==> config.mk <==
export PLATFORM = sky130hd
export DESIGN_NAME = scan_debounce_ctrl_flat
export DESIGN_NICKNAME = d
export VERILOG_FILES = /design/src/rtl/scan_debounce_ctrl_if.sv /design/src/rtl/scan_debounce_ctrl.sv /design/src/flat_wrapper.sv
export SDC_FILE = /design/constraint.sdc
export NUM_CORES = 1
export LEC_CHECK = 0
export ABC_AREA = 1
export CORE_ASPECT_RATIO = 1.2
export CORE_MARGIN = 10
export CORE_UTILIZATION = 30
export DETAILED_ROUTE_END_ITERATION = 7
export SLEW_MARGIN = 5
export SYNTH_ARGS = -nofsm -noshare
export SYNTH_HDL_FRONTEND = slang
export SYNTH_SLANG_ARGS = --single-unit
==> constraint.sdc <==
create_clock -name clk -period 3.2 [get_ports clk]
set_input_delay 0.64 -clock clk [delete_from_list [all_inputs] [get_ports clk]]
set_output_delay 0.64 -clock clk [all_outputs]
set_load 0.02 [all_outputs]
==> src/rtl/scan_debounce_ctrl_if.sv <==
// Signal bundle between the pad synchronizer side and the shared debounce engine.
interface scan_debounce_ctrl_if #(
   parameter int N_INPUTS = 6,
   parameter int SW       = (N_INPUTS > 1) ? $clog2(N_INPUTS) : 1
);
   logic [N_INPUTS-1:0] raw;
   logic                freeze;
   logic [N_INPUTS-1:0] debounced;
   logic [N_INPUTS-1:0] rise;
   logic [N_INPUTS-1:0] fall;
   logic [SW-1:0]       slot;
   logic                strobe;

   modport master (
      output raw, freeze,
      input  debounced, rise, fall, slot, strobe
   );

   modport slave (
      input  raw, freeze,
      output debounced, rise, fall, slot, strobe
   );
endinterface

==> src/rtl/scan_debounce_ctrl.sv <==
// Time-multiplexed debouncer: one shift-register datapath shared round-robin
// across N_INPUTS lines, paced by a prescaler strobe.
module scan_debounce_ctrl #(
   parameter int N_INPUTS = 6,
   parameter int HISTORY  = 8,
   parameter int TICK_DIV = 16
) (
   input  logic                  clk,
   input  logic                  reset,
   scan_debounce_ctrl_if.slave   bus
);
   localparam int SW = (N_INPUTS > 1) ? $clog2(N_INPUTS) : 1;
   localparam int PW = (TICK_DIV > 1) ? $clog2(TICK_DIV) : 1;
   localparam logic [PW-1:0] PRE_LAST  = PW'(TICK_DIV - 1);
   localparam logic [SW-1:0] SLOT_LAST = SW'(N_INPUTS - 1);

   logic [N_INPUTS-1:0]              sync1_q, sync_q;
   logic [PW-1:0]                    pre_q, pre_d;
   logic [SW-1:0]                    slot_q, slot_d;
   logic [N_INPUTS-1:0][HISTORY-1:0] hist_q, hist_d;
   logic [N_INPUTS-1:0]              deb_q, deb_d;
   logic [N_INPUTS-1:0]              rise_q, rise_d;
   logic [N_INPUTS-1:0]              fall_q, fall_d;
   logic [HISTORY-1:0]               hist_new;
   logic                             strobe_w;

   // Two-flop synchronizer. Left out of reset so that a level held through
   // reset is already visible on the first sample after release.
   always_ff @(posedge clk) begin
      sync1_q <= bus.raw;
      sync_q  <= sync1_q;
   end

   assign strobe_w = (pre_q == PRE_LAST) && !bus.freeze;
   assign hist_new = {hist_q[slot_q][HISTORY-2:0], sync_q[slot_q]};

   // Next-state: prescaler, slot pointer and the single history/level update per strobe.
   always_comb begin
      pre_d  = pre_q;
      slot_d = slot_q;
      hist_d = hist_q;
      deb_d  = deb_q;
      rise_d = '0;
      fall_d = '0;
      if (!bus.freeze) begin
         pre_d = (pre_q == PRE_LAST) ? '0 : pre_q + PW'(1);
      end
      if (strobe_w) begin
         hist_d[slot_q] = hist_new;
         if ((&hist_new) && !deb_q[slot_q]) begin
            deb_d[slot_q]  = 1'b1;
            rise_d[slot_q] = 1'b1;
         end else if (!(|hist_new) && deb_q[slot_q]) begin
            deb_d[slot_q]  = 1'b0;
            fall_d[slot_q] = 1'b1;
         end
         slot_d = (slot_q == SLOT_LAST) ? '0 : slot_q + SW'(1);
      end
   end

   // State registers; reset drops everything without emitting fall events.
   always_ff @(posedge clk) begin
      if (reset) begin
         pre_q  <= '0;
         slot_q <= '0;
         hist_q <= '0;
         deb_q  <= '0;
         rise_q <= '0;
         fall_q <= '0;
      end else begin
         pre_q  <= pre_d;
         slot_q <= slot_d;
         hist_q <= hist_d;
         deb_q  <= deb_d;
         rise_q <= rise_d;
         fall_q <= fall_d;
      end
   end

   assign bus.debounced = deb_q;
   assign bus.rise      = rise_q;
   assign bus.fall      = fall_q;
   assign bus.slot      = slot_q;
   assign bus.strobe    = strobe_w;
endmodule
==> src/flat_wrapper.sv <==
// flat-port wrapper written by rule: the top's interface ports become plain ports
module scan_debounce_ctrl_flat 
#(
   parameter int N_INPUTS = 6,
   parameter int HISTORY  = 8,
   parameter int TICK_DIV = 16
)
  (clk, reset, bus_raw, bus_freeze, bus_debounced, bus_rise, bus_fall, bus_slot, bus_strobe);
  scan_debounce_ctrl_if #(.N_INPUTS(N_INPUTS)) bus_i ();
  input  logic clk;
  input  logic reset;
  input wire logic [$bits(bus_i.raw)-1:0] bus_raw;
  input wire logic [$bits(bus_i.freeze)-1:0] bus_freeze;
  output wire logic [$bits(bus_i.debounced)-1:0] bus_debounced;
  output wire logic [$bits(bus_i.rise)-1:0] bus_rise;
  output wire logic [$bits(bus_i.fall)-1:0] bus_fall;
  output wire logic [$bits(bus_i.slot)-1:0] bus_slot;
  output wire logic [$bits(bus_i.strobe)-1:0] bus_strobe;
  assign bus_i.raw = bus_raw;
  assign bus_i.freeze = bus_freeze;
  assign bus_debounced = bus_i.debounced;
  assign bus_rise = bus_i.rise;
  assign bus_fall = bus_i.fall;
  assign bus_slot = bus_i.slot;
  assign bus_strobe = bus_i.strobe;
  scan_debounce_ctrl #(.N_INPUTS(N_INPUTS), .HISTORY(HISTORY), .TICK_DIV(TICK_DIV)) u_core (.clk(clk), .reset(reset), .bus(bus_i));
endmodule
==> key figures <==
Final layout
  – Area growth syn-to-layout: 22.4%
  – Final Util: 37.6%
  – Register area: 1580 µm²
  – Fillers: 1144
  – Layout cells sized above 1: 11.6%
  – N_diodes: 0
  – # nets final: 498
  – Area of the multi-input gates: 1430 µm²

Worst setup path
  – Setup crit end kind: output pin
  – Kind of critical path: in -> out
  – Critical path peak fanout: 6
  – Critical path startpoint category: input pin
  – Crit path DAT: 2190 ps
  – CP required: 2560 ps

Global route
  – Vias in the first global route: 2877
  – Initial antenna violation count: 0
  – Largest net degree at the start of global routing: 25
  – Grt ovf: 0
  – GRT Util Overall: 11.3%
  – First-pass GRT wire length: 14100 µm

Timing
  – Final Critical Period: 2830 ps
  – Setup TNS: 0 ps
  – Tightest Pin Transition: 762 ps
  – Fmax: 354 MHz
  – Endpoints failing setup: 0
  – Final Slew Violations: 0
  – Count of final hold-check violations: 0
  – Setup ws final: 373 ps
  – Relative slew slack: 49.1%
  – Clock Skews: 6.63 ps
  – RSZ-0062 raised after global routing: false
  – Final Cycle Share: 88.3%
  – Hold WS: 324 ps

Hold path
  – Hold Crit Class: reg -> reg

Routing
  – Final ANT Viol Nets: 0
  – Drt first pass iters: 5
  – Final routed DRC violation total: 0
  – Final wirelength: 8650 µm
  – Vias per inst: 4.78
  – Wire per inst: 13.8 µm
  – Vias: 2989
  – Initial DRC Count: 116

Clocking
  – H-tree Lvls: 3
  – CTS sink cnt: 79
  – Post-CTS setup buffer count: 0
  – CTS root buffer: clkbuf_16
  – Total CTS buffers: 9
  – Clock Path Buffers: 2
  – Hold-fix buffers at CTS: 0
  – Post-cts sizing count: 0
  – Reg clk slew, reported paths: 60 ps
  – CTS tree: built
  – Clk_lat worst skew: 340 ps

Pwr
  – Comb pwr share: 2.0%
  – Int Pwr: 1.77 mW
  – Pwr Density: 534 nW/µm²
  – Clock group share of total power: 53.0%
  – Leak pwr: 1.80 nW
  – Reg power frac: 45.0%
  – Switching Fraction: 19.9%
  – Switching pwr: 0.440 mW
  – Worst VDD drop: 290 µV

Floorplan
  – Die width: 117 µm
  – Core area: 11000 µm²
  – Total I/O pin count: 31
  – Initial Utilization: 30.7%
  – Die area: 15900 µm²
  – Rows: 42
  – Die span in y: 136 µm

Synth
  – Synth Flop Type: dfxtp_1
  – Ys Warns: 0
  – Netlist cell types: 33
  – Syn nets: 466
  – Share of synthesized registers carrying an async set or reset: 0%
  – Post-synth top area share: 46.7%
  – Synth top area cells: dfxtp_1, nand2_1, inv_1, o21ai_0, a21oi_1
  – Instance count of the mapped netlist: 456
  – Synth Cell Area: 3380 µm²
  – Syn avg cell area: 7.42 µm²
  – Most repeated cell in the gate-level netlist after synthesis: nand2_1
  – Post-synth EDFFs: 0
  – FF+latch count, synth: 79
  – Yosys top cell by area: dfxtp_1
  – Synth top cells by count: nand2_1, dfxtp_1, inv_1
  – Seq/Total Area, Yosys: 46.7%

Job
  – Max Cap Viol: 0

Placed design
  – Setup WS pre-CTS: 369 ps
  – RD Place Congestion: 0.842
  – Port Buffers: 30
  – DP HPWL: 5950 µm

Run status
  – Status: finished, final reports clean
## registers in the layout, summed over array words and instances, names as in the netlist, named ones only
name             count
u_core.hist_q       42
u_core.sync1_q       6
u_core.bus.fall      6
u_core.bus.slot      3
u_core.sync_q        6
u_core.bus.rise      6
u_core.pre_q         4
## cell usage in the layout, fill, tap and decap left out, types with 2 or more instances in the layout
cell type        count
nand3_2              6
buf_4               12
nand3_1             19
clkdlybuf4s50_1     30
and2_1               2
clkinvlp_4           3
clkbuf_16            9
nor2_2               4
nor2_1              45
nand2_2              6
o211ai_1             6
nor3_2               2
a21oi_1             39
a21oi_2              6
nand4_1              7
inv_1               60
bufinv_16            3
dfxtp_1             79
nor4_1               2
nand2_1             99
o21ai_0             41
## per-layer routing
metal	part of all wire [%]	vias to the layer above	wire, µm	track usage, %
met5	0	-	0	0
met4	2.3	0	200	6.33
met3	4.8	17	416	2.43
met2	49	75	4270	19.6
met1	43	1372	3760	12.5
li1	-	1525	-	-
## per-stage QoR
step	instances	area, µm²	power [mW]
6_report	625	4140	2.21
2_1_floorplan	456	3380	1.04
4_1_cts	625	4140	2.23
5_1_grt	625	4140	2.29
3_5_place_dp	609	3800	1.06
3_3_place_gp	609	3800	1.06
## power groups by stage
| stage | clock network (mW) | registers [mW] | logic [mW] |
|---|---|---|---|
| 2_1_floorplan | 0 | 1.02 | 0.0238 |
| 3_3_place_gp | 0 | 1.02 | 0.0425 |
| 3_5_place_dp | 0 | 1.02 | 0.0442 |
| 4_1_cts | 1.19 | 0.997 | 0.0445 |
| 5_1_grt | 1.24 | 0.997 | 0.0487 |
| 6_report | 1.17 | 0.997 | 0.0442 |
## cell type report
class	count	share of cell area, %
inverter	62	5.68
clock inverter	7	2.93
timing repair buffer	42	9.42
multi-input combinational	294	34.4
clock buffer	9	5.43
tap	132	3.99
sequential	79	38.2
## critical path, cell delays in order
cell and delay (ps):
clkdlybuf4s50_1 480, inv_1 110, nand2_1 60, nor2_1 150, nand2_2 70, inv_1 70, clkdlybuf4s50_1 600
## final timing paths
kind / to / slack (ps) / cells past startpoint / start
setup / recovery: bus_strobe / 370 / 7 / bus_freeze
hold / removal: u_core.sync_q[5] / 320 / 0 / u_core.sync1_q[5]
setup reg to reg: register / 750 / 8 / u_core.bus.slot[2]
hold reg to reg: u_core.sync_q[5] / 320 / 0 / u_core.sync1_q[5]
## logic make-up (layout without fill, tap and decap cells)
family / Yosys count / count (layout) / share of synthesized area (%)
AND/OR/NAND/NOR: 197 / 197 / 26.1
AO/OA/AOI/OAI: 96 / 96 / 15.6
buffers and inverters: 83 / 120 / 11.2
flip-flops: 79 / 79 / 46.7
adder cells (fa/ha/maj): 1 / 1 / 0.370
Note: power is estimated with default switching activity, not from simulation.
